===== src/rtl/hazard_stall_unit.sv =====
// Stall/bubble controller for the 5-stage pipeline: compares ID operand use-times
// against shadow E/M produce-times and tracks the multiply/divide busy window.
module hazard_stall_unit #(
    parameter int MULT_CYCLES = 5,
    parameter int DIV_CYCLES  = 10
) (
    input  logic       clk,
    input  logic       reset,
    input  logic       flush,
    input  logic [4:0] rs_addr,
    input  logic       rs_used,
    input  logic [1:0] rs_tuse,
    input  logic [4:0] rt_addr,
    input  logic       rt_used,
    input  logic [1:0] rt_tuse,
    input  logic [4:0] id_dst,
    input  logic [1:0] id_tnew,
    input  logic       id_md_start,
    input  logic       id_md_div,
    input  logic       id_md_use,
    output logic       stall,
    output logic       pc_en,
    output logic       d_en,
    output logic       e_clr,
    output logic       md_busy
);

    // md_cnt is only 4 bits wide
    if (DIV_CYCLES > 15 || MULT_CYCLES > 15 || DIV_CYCLES < 1 || MULT_CYCLES < 1) begin : g_bad_cycles
        $error("hazard_stall_unit: MULT_CYCLES/DIV_CYCLES must be in 1..15");
    end

    localparam logic [3:0] MULT_LOAD = 4'(MULT_CYCLES);
    localparam logic [3:0] DIV_LOAD  = 4'(DIV_CYCLES);

    logic [4:0] e_dst;
    logic [1:0] e_tnew;
    logic       e_md_start;
    logic       e_md_div;
    logic [4:0] m_dst;
    logic [1:0] m_tnew;
    logic [3:0] md_cnt;

    logic hz_rs;
    logic hz_rt;
    logic hz_md;

    function automatic logic operand_hazard(
        input logic [4:0] addr,
        input logic       used,
        input logic [1:0] tuse,
        input logic [4:0] edst,
        input logic [1:0] etnew,
        input logic [4:0] mdst,
        input logic [1:0] mtnew
    );
        // E and M are checked independently; W always has Tnew 0 and is forwarded
        return used && (addr != 5'd0) &&
               (((addr == edst) && (tuse < etnew)) ||
                ((addr == mdst) && (tuse < mtnew)));
    endfunction

    function automatic logic [1:0] sat_dec(input logic [1:0] x);
        return (x == 2'd0) ? 2'd0 : x - 2'd1;
    endfunction

    always_comb begin
        hz_rs   = operand_hazard(rs_addr, rs_used, rs_tuse, e_dst, e_tnew, m_dst, m_tnew);
        hz_rt   = operand_hazard(rt_addr, rt_used, rt_tuse, e_dst, e_tnew, m_dst, m_tnew);
        md_busy = (md_cnt != 4'd0);
        // e_md_start covers the cycle before the counter is loaded
        hz_md   = id_md_use && (md_busy || e_md_start);
        stall   = hz_rs || hz_rt || hz_md;
        pc_en   = !stall;
        d_en    = !stall;
        e_clr   = stall || flush;
    end

    always_ff @(posedge clk) begin
        if (reset) begin
            e_dst      <= 5'd0;
            e_tnew     <= 2'd0;
            e_md_start <= 1'b0;
            e_md_div   <= 1'b0;
            m_dst      <= 5'd0;
            m_tnew     <= 2'd0;
            md_cnt     <= 4'd0;
        end else begin
            if (!stall && !flush) begin
                e_dst      <= id_dst;
                e_tnew     <= id_tnew;
                e_md_start <= id_md_start;
                e_md_div   <= id_md_div;
            end else begin
                e_dst      <= 5'd0;
                e_tnew     <= 2'd0;
                e_md_start <= 1'b0;
                e_md_div   <= 1'b0;
            end

            if (!flush) begin
                m_dst  <= e_dst;
                m_tnew <= sat_dec(e_tnew);
            end else begin
                m_dst  <= 5'd0;
                m_tnew <= 2'd0;
            end

            // a flush does not abort an operation already counting
            if (e_md_start && !flush) begin
                md_cnt <= e_md_div ? DIV_LOAD : MULT_LOAD;
            end else if (md_cnt != 4'd0) begin
                md_cnt <= md_cnt - 4'd1;
            end
        end
    end

endmodule


===== config.mk =====
export PLATFORM = sky130hd
export DESIGN_NAME = hazard_stall_unit
export DESIGN_NICKNAME = d
export VERILOG_FILES = /design/src/rtl/hazard_stall_unit.sv
export SDC_FILE = /design/constraint.sdc
export NUM_CORES = 1
export LEC_CHECK = 0
export CORE_ASPECT_RATIO = 0.7
export CORE_MARGIN = 5
export CORE_UTILIZATION = 46
export DETAILED_ROUTE_END_ITERATION = 10
export GPL_ROUTABILITY_DRIVEN = 0
export PLACE_DENSITY = 0.78
export SYNTH_ARGS = -nofsm -noshare
export SYNTH_HDL_FRONTEND = slang
export SYNTH_SLANG_ARGS = --single-unit

===== constraint.sdc =====
create_clock -name clk -period 4.6 [get_ports clk]
set_clock_uncertainty 0.1 [all_clocks]
set_input_delay 1.38 -clock clk [delete_from_list [all_inputs] [get_ports clk]]
set_output_delay 1.38 -clock clk [all_outputs]
set_load 0.05 [all_outputs]

Yosys cells after proc, flatten, opt, wreduce, memory -nomap -nowiden
Index checks and enable logic that the tools add are counted.
{ "word_totals": {"ff_bits": 20, "in_bits": 29} }
{ "op_classes": {"n_addsub": 2, "bitwise": 1, "n_lt_le_gt_ge": 4, "eq_ne": 4, "mux": 3, "reduce_logical": 27} }
{ "ops": {"columns": ["operator", "count"], "rows": [
  ["$eq 5x5->1", 4],
  ["$mux 4", 3],
  ["$logic_and 1x1->1", 11],
  ["$reduce_bool 5->1", 2],
  ["$lt 2x2->1", 4],
  ["$logic_or 1x1->1", 6],
  ["$reduce_bool 4->1", 1],
  ["$reduce_or 2->1", 2],
  ["$sub 4x1->4 const B", 1],
  ["$reduce_or 3->1", 1],
  ["$logic_not 1->1", 2],
  ["$logic_not 2->1", 1],
  ["$reduce_bool 2->1", 1],
  ["$sub 2x1->2 const B", 1],
  ["$not 1->1", 1]
]} }

Logic depth before layout (Yosys ltp)
{ "logic_depth": {"depth_word": 10, "ltp_mapped": 8, "ltp_nobuf": 6} }

Worst setup path before layout
No wires, ideal clock.
{ "synth_path": {"path_kind": "input-to-output", "startpoint": "input rs_addr[1]", "endpoint": "output pc_en", "path_buffers": 2, "t_required_ns": 3.120, "slack_ns": -0.154, "t_arrival_ns": 3.274, "cell_stages": 6, "cell_sequence": "or4_1 -> o21ai_1 -> o21ai_1 -> buf_6 -> nor2_1 -> buf_4"} }
{ "synth_between": {"elab_chain_cells": 7, "word_cells_on_any_way": 11, "classes_between": "2 x eq/ne; 9 x reduce/logical"} }
{ "synth_lines": {"columns": ["element", "line", "text"], "rows": [
  ["start, declared", "10", "input logic [4:0] rs_addr,"],
  ["$eq 5x5->1 (on tied branches)", "59, 60", null],
  ["$logic_and 1x1->1 (on tied branches)", "59, 60", null],
  ["$logic_or 1x1->1", "59", "(((addr == edst) && (tuse < etnew)) ||"],
  ["$logic_and 1x1->1 *", "58", "return used && (addr != 5'd0) &&"],
  ["$logic_or 1x1->1 * (2 in series)", "73", "stall = hz_rs || hz_rt || hz_md;"],
  ["$logic_not 1->1 *", null, null],
  ["end, declared", "22", "output logic pc_en,"]
]} }
Mark *: on every way between the ends. The rest lies on a longest branch, timed or not.

Final worst setup path
{ "layout_path": {"startpoint": "input rs_addr[3]", "endpoint": "output stall"} }
{ "layout_between": {"elab_chain_cells": 6, "word_cells_on_any_way": 10, "classes_between": "2 x eq/ne; 8 x reduce/logical"} }
{ "layout_lines": {"columns": ["element", "line", "text"], "rows": [
  ["$eq 5x5->1 (on tied branches)", "59, 60", null],
  ["$logic_and 1x1->1 (on tied branches)", "59, 60", null],
  ["$logic_or 1x1->1", "59", null],
  ["$logic_and 1x1->1 *", "58", null],
  ["$logic_or 1x1->1 * (2 in series)", "73", null],
  ["end, declared", "21", "output logic stall,"]
]} }
Marks and branches as above.

==> reports/results.txt <==
Antenna fix cells: 0
Pin count of the biggest net entering global routing: 15
Pins Over Slew Limit: 0
Worst skew pair latency: 0.30 ns
Share of cells above drive strength 1: 0.278
Post-DRT Antenna Nets: 0
CTS tree: yes
GRT Resource Usage Total: 0.181
Clock transition at the registers of the reported paths: 0.10 ns
Setup slack after placement: -0.121 ns
Die Y: 51.9 um
Fmax: 223 MHz
HPWL after detailed placement: 2400 um
Ports: 34
CTS Sinks: 20
Chip Width: 69.9 um
Cells after synthesis: 124
Vias: 1006
CTS buffer count: 3
P&R area growth vs syn: 52.9%
Distinct cells, synth: 33
Antenna violations before repair: 0
Final hold viol count: 0
Fin crit period: 4.49 ns
Cell Pwr Density: 410 nW/um^2
Mean routed wirelength per cell: 15.3 um
Total iterations of the first detailed-routing run: 4
GRT overflow: 0
CTS hold repair buffers: 0
Met1 WL: 1400 um
VDD IR max: 0.270 mV
Area leader, netlist: dfxtp_1
Worst slew pin tran: 0.722 ns
Core area: 2440 um^2
Endpoints failing setup: 0
FILL cells: 183
Required time worst endpoint: 3.12 ns
Root Driver: clkbuf_4
PnR worst setup slack: 0.112 ns
Max_cap viols: 0
DRC violations left: 0
Critical Path Fanout Max: 4
CP Launch Type: input port
Syn_nets: 160
Drt first-iter violations: 19
Vias in the first global route: 1070
Period utilisation layout: 0.976
Site Rows: 15
Final nets: 206
H-tree lvl count: 1
RSZ-0062 raised after global routing: no
Hold/Removal Path Class: reg -> reg
Avg Inst Size Synth: 9.32 um^2
Clock buffer depth: 2
Lkg Pwr: 0.000781 uW
Seq cells post-synth: 20
Setup CP Type: in -> out
Met2 wire len: 1530 um
Port Buf Inserts: 33
Outcome: complete, no violations
First-pass GRT wire length: 5050 um
Total negative slack: 0 ns
Area fraction of the dominant cell type after synthesis: 0.346
Routed wl met3: 128 um
Rel. slew slack: 0.517
Highest metal used: met4
Initial Util: 0.474
Warnings from Yosys: 0
Detailed Route WL: 3100 um
Crit. End Element: output pin
Seq/Total Area, Yosys: 0.346
Synth area leaders: dfxtp_1 (35%), xor2_1 (14%), nor3_2 (7.8%)
Arr. time, crit path: 3.01 ns
Total die area: 3630 um^2
Via density per instance: 4.96
Mapped cell area: 1160 um^2
[cells in the final DEF, fill, tap and decap left out, types with 2 or more instances in the layout]
| cell type | count |
|---|---|
| dfxtp_1 | 20 |
| xor2_1 | 19 |
| clkdlybuf4s50_1 | 16 |
| nand2_1 | 11 |
| buf_4 | 11 |
| nor3_2 | 9 |
| ha_1 | 7 |
| dlygate4sd2_1 | 7 |
| nor2_1 | 6 |
| dlymetal6s2s_1 | 6 |
| inv_1 | 5 |
| and2_1 | 5 |
| xnor2_1 | 4 |
| nor4_2 | 3 |
| nand2b_1 | 3 |
| a21oi_1 | 3 |
| clkbuf_4 | 3 |
| buf_6 | 3 |
| o21ai_0 | 2 |
| or4_4 | 2 |
| o21ai_4 | 2 |
| a211oi_2 | 2 |
| nor4_1 | 2 |
| buf_12 | 2 |
[path summary, 6_finish.rpt]
kind	from	endpoint	slack [ns]	cells past startpoint
setup / recovery	rs_addr[3]	stall	0.11	7
hold / removal	e_tnew[0]$_SDFF_PP0_	m_tnew[0]$_SDFF_PP0_	0.38	1
setup reg to reg	m_tnew[1]$_SDFF_PP0_	e_dst[4]$_SDFF_PP0_	2.62	8
hold reg to reg	e_tnew[0]$_SDFF_PP0_	m_tnew[0]$_SDFF_PP0_	0.38	1
[cell type report]
cell class,count,area (um^2),share of cell area
flip-flops and latches,20,400,0.226
multi-input cells,95,801,0.453
clock buffers,3,22.5,0.0127
well taps,34,42.5,0.0241
clock inverters,1,30.0,0.0170
inverters,5,18.8,0.0106
repair buffers,45,453,0.256
[power breakdown]
part,internal [uW],switching (uW)
Combinational,160,206
Clock,88.1,53.8
Sequential,197,19.0
[layer usage]
layer	global-route usage	up-vias
met5	0	-
met4	0.0828	0
met3	0.0386	4
met2	0.306	27
met1	0.222	461
li1	-	514
[registers in the layout (all words and copies together), names as in the netlist]
register and flops:
m_tnew 2, m_dst 5, e_dst 5, e_md_start 1, e_md_div 1, e_tnew 2, md_cnt 4
[cells in the mapped netlist (all sizes together)]
library cell	count
o21ai	5
o211ai	1
a2111oi	1
ha	7
nand2	11
a31oi	1
or3	1
nand3b	1
nor2	7
xnor2	4
dfxtp	20
nor3	10
nand4	1
inv	5
xor2	19
nand3	2
a22oi	1
and2	5
buf	3
a211oi	2
clkbuf	1
nand2b	4
a21oi	4
nor4	5
or2	1
or4	2
[stage by stage]
stage	power, uW	hold slack [ns]	cells	utilization	instance area, um^2
detailed placement	563	0.353	198	0.654	1600
finish	724	0.379	203	0.725	1770
global route	764	0.403	203	0.725	1770
CTS	722	0.369	202	0.698	1700
global placement	554	0.333	198	0.654	1600
floorplan	446	0.320	124	-	1160
[critical path, stage by stage]
cell           delay, ns
dlygate4sd2_1       0.25
or4_4               0.56
o21ai_4             0.19
o21ai_2             0.09
buf_4               0.16
or2_4               0.23
buf_12              0.15
[kinds of logic (layout without fill, tap and decap cells)]
kind of cell             after synthesis  in the layout  share of synthesized area
XOR/XNOR                              23             23                      0.174
AND/OR/NAND/NOR                       50             50                      0.268
buffers and inverters                  9             54                     0.0455
flip-flops                            20             20                      0.346
AO/OA/AOI/OAI                         15             15                     0.0898
adder cells (fa/ha/maj)                7              7                     0.0758
[timing repair]
action | 4_1_cts | 5_1_grt
gates resized for setup | 20 | 12
setup endpoints to repair | 4 | 4
pin swaps | 9 | 6
buffers inserted | 0 | 1
Power figures use the tool's default switching activity.
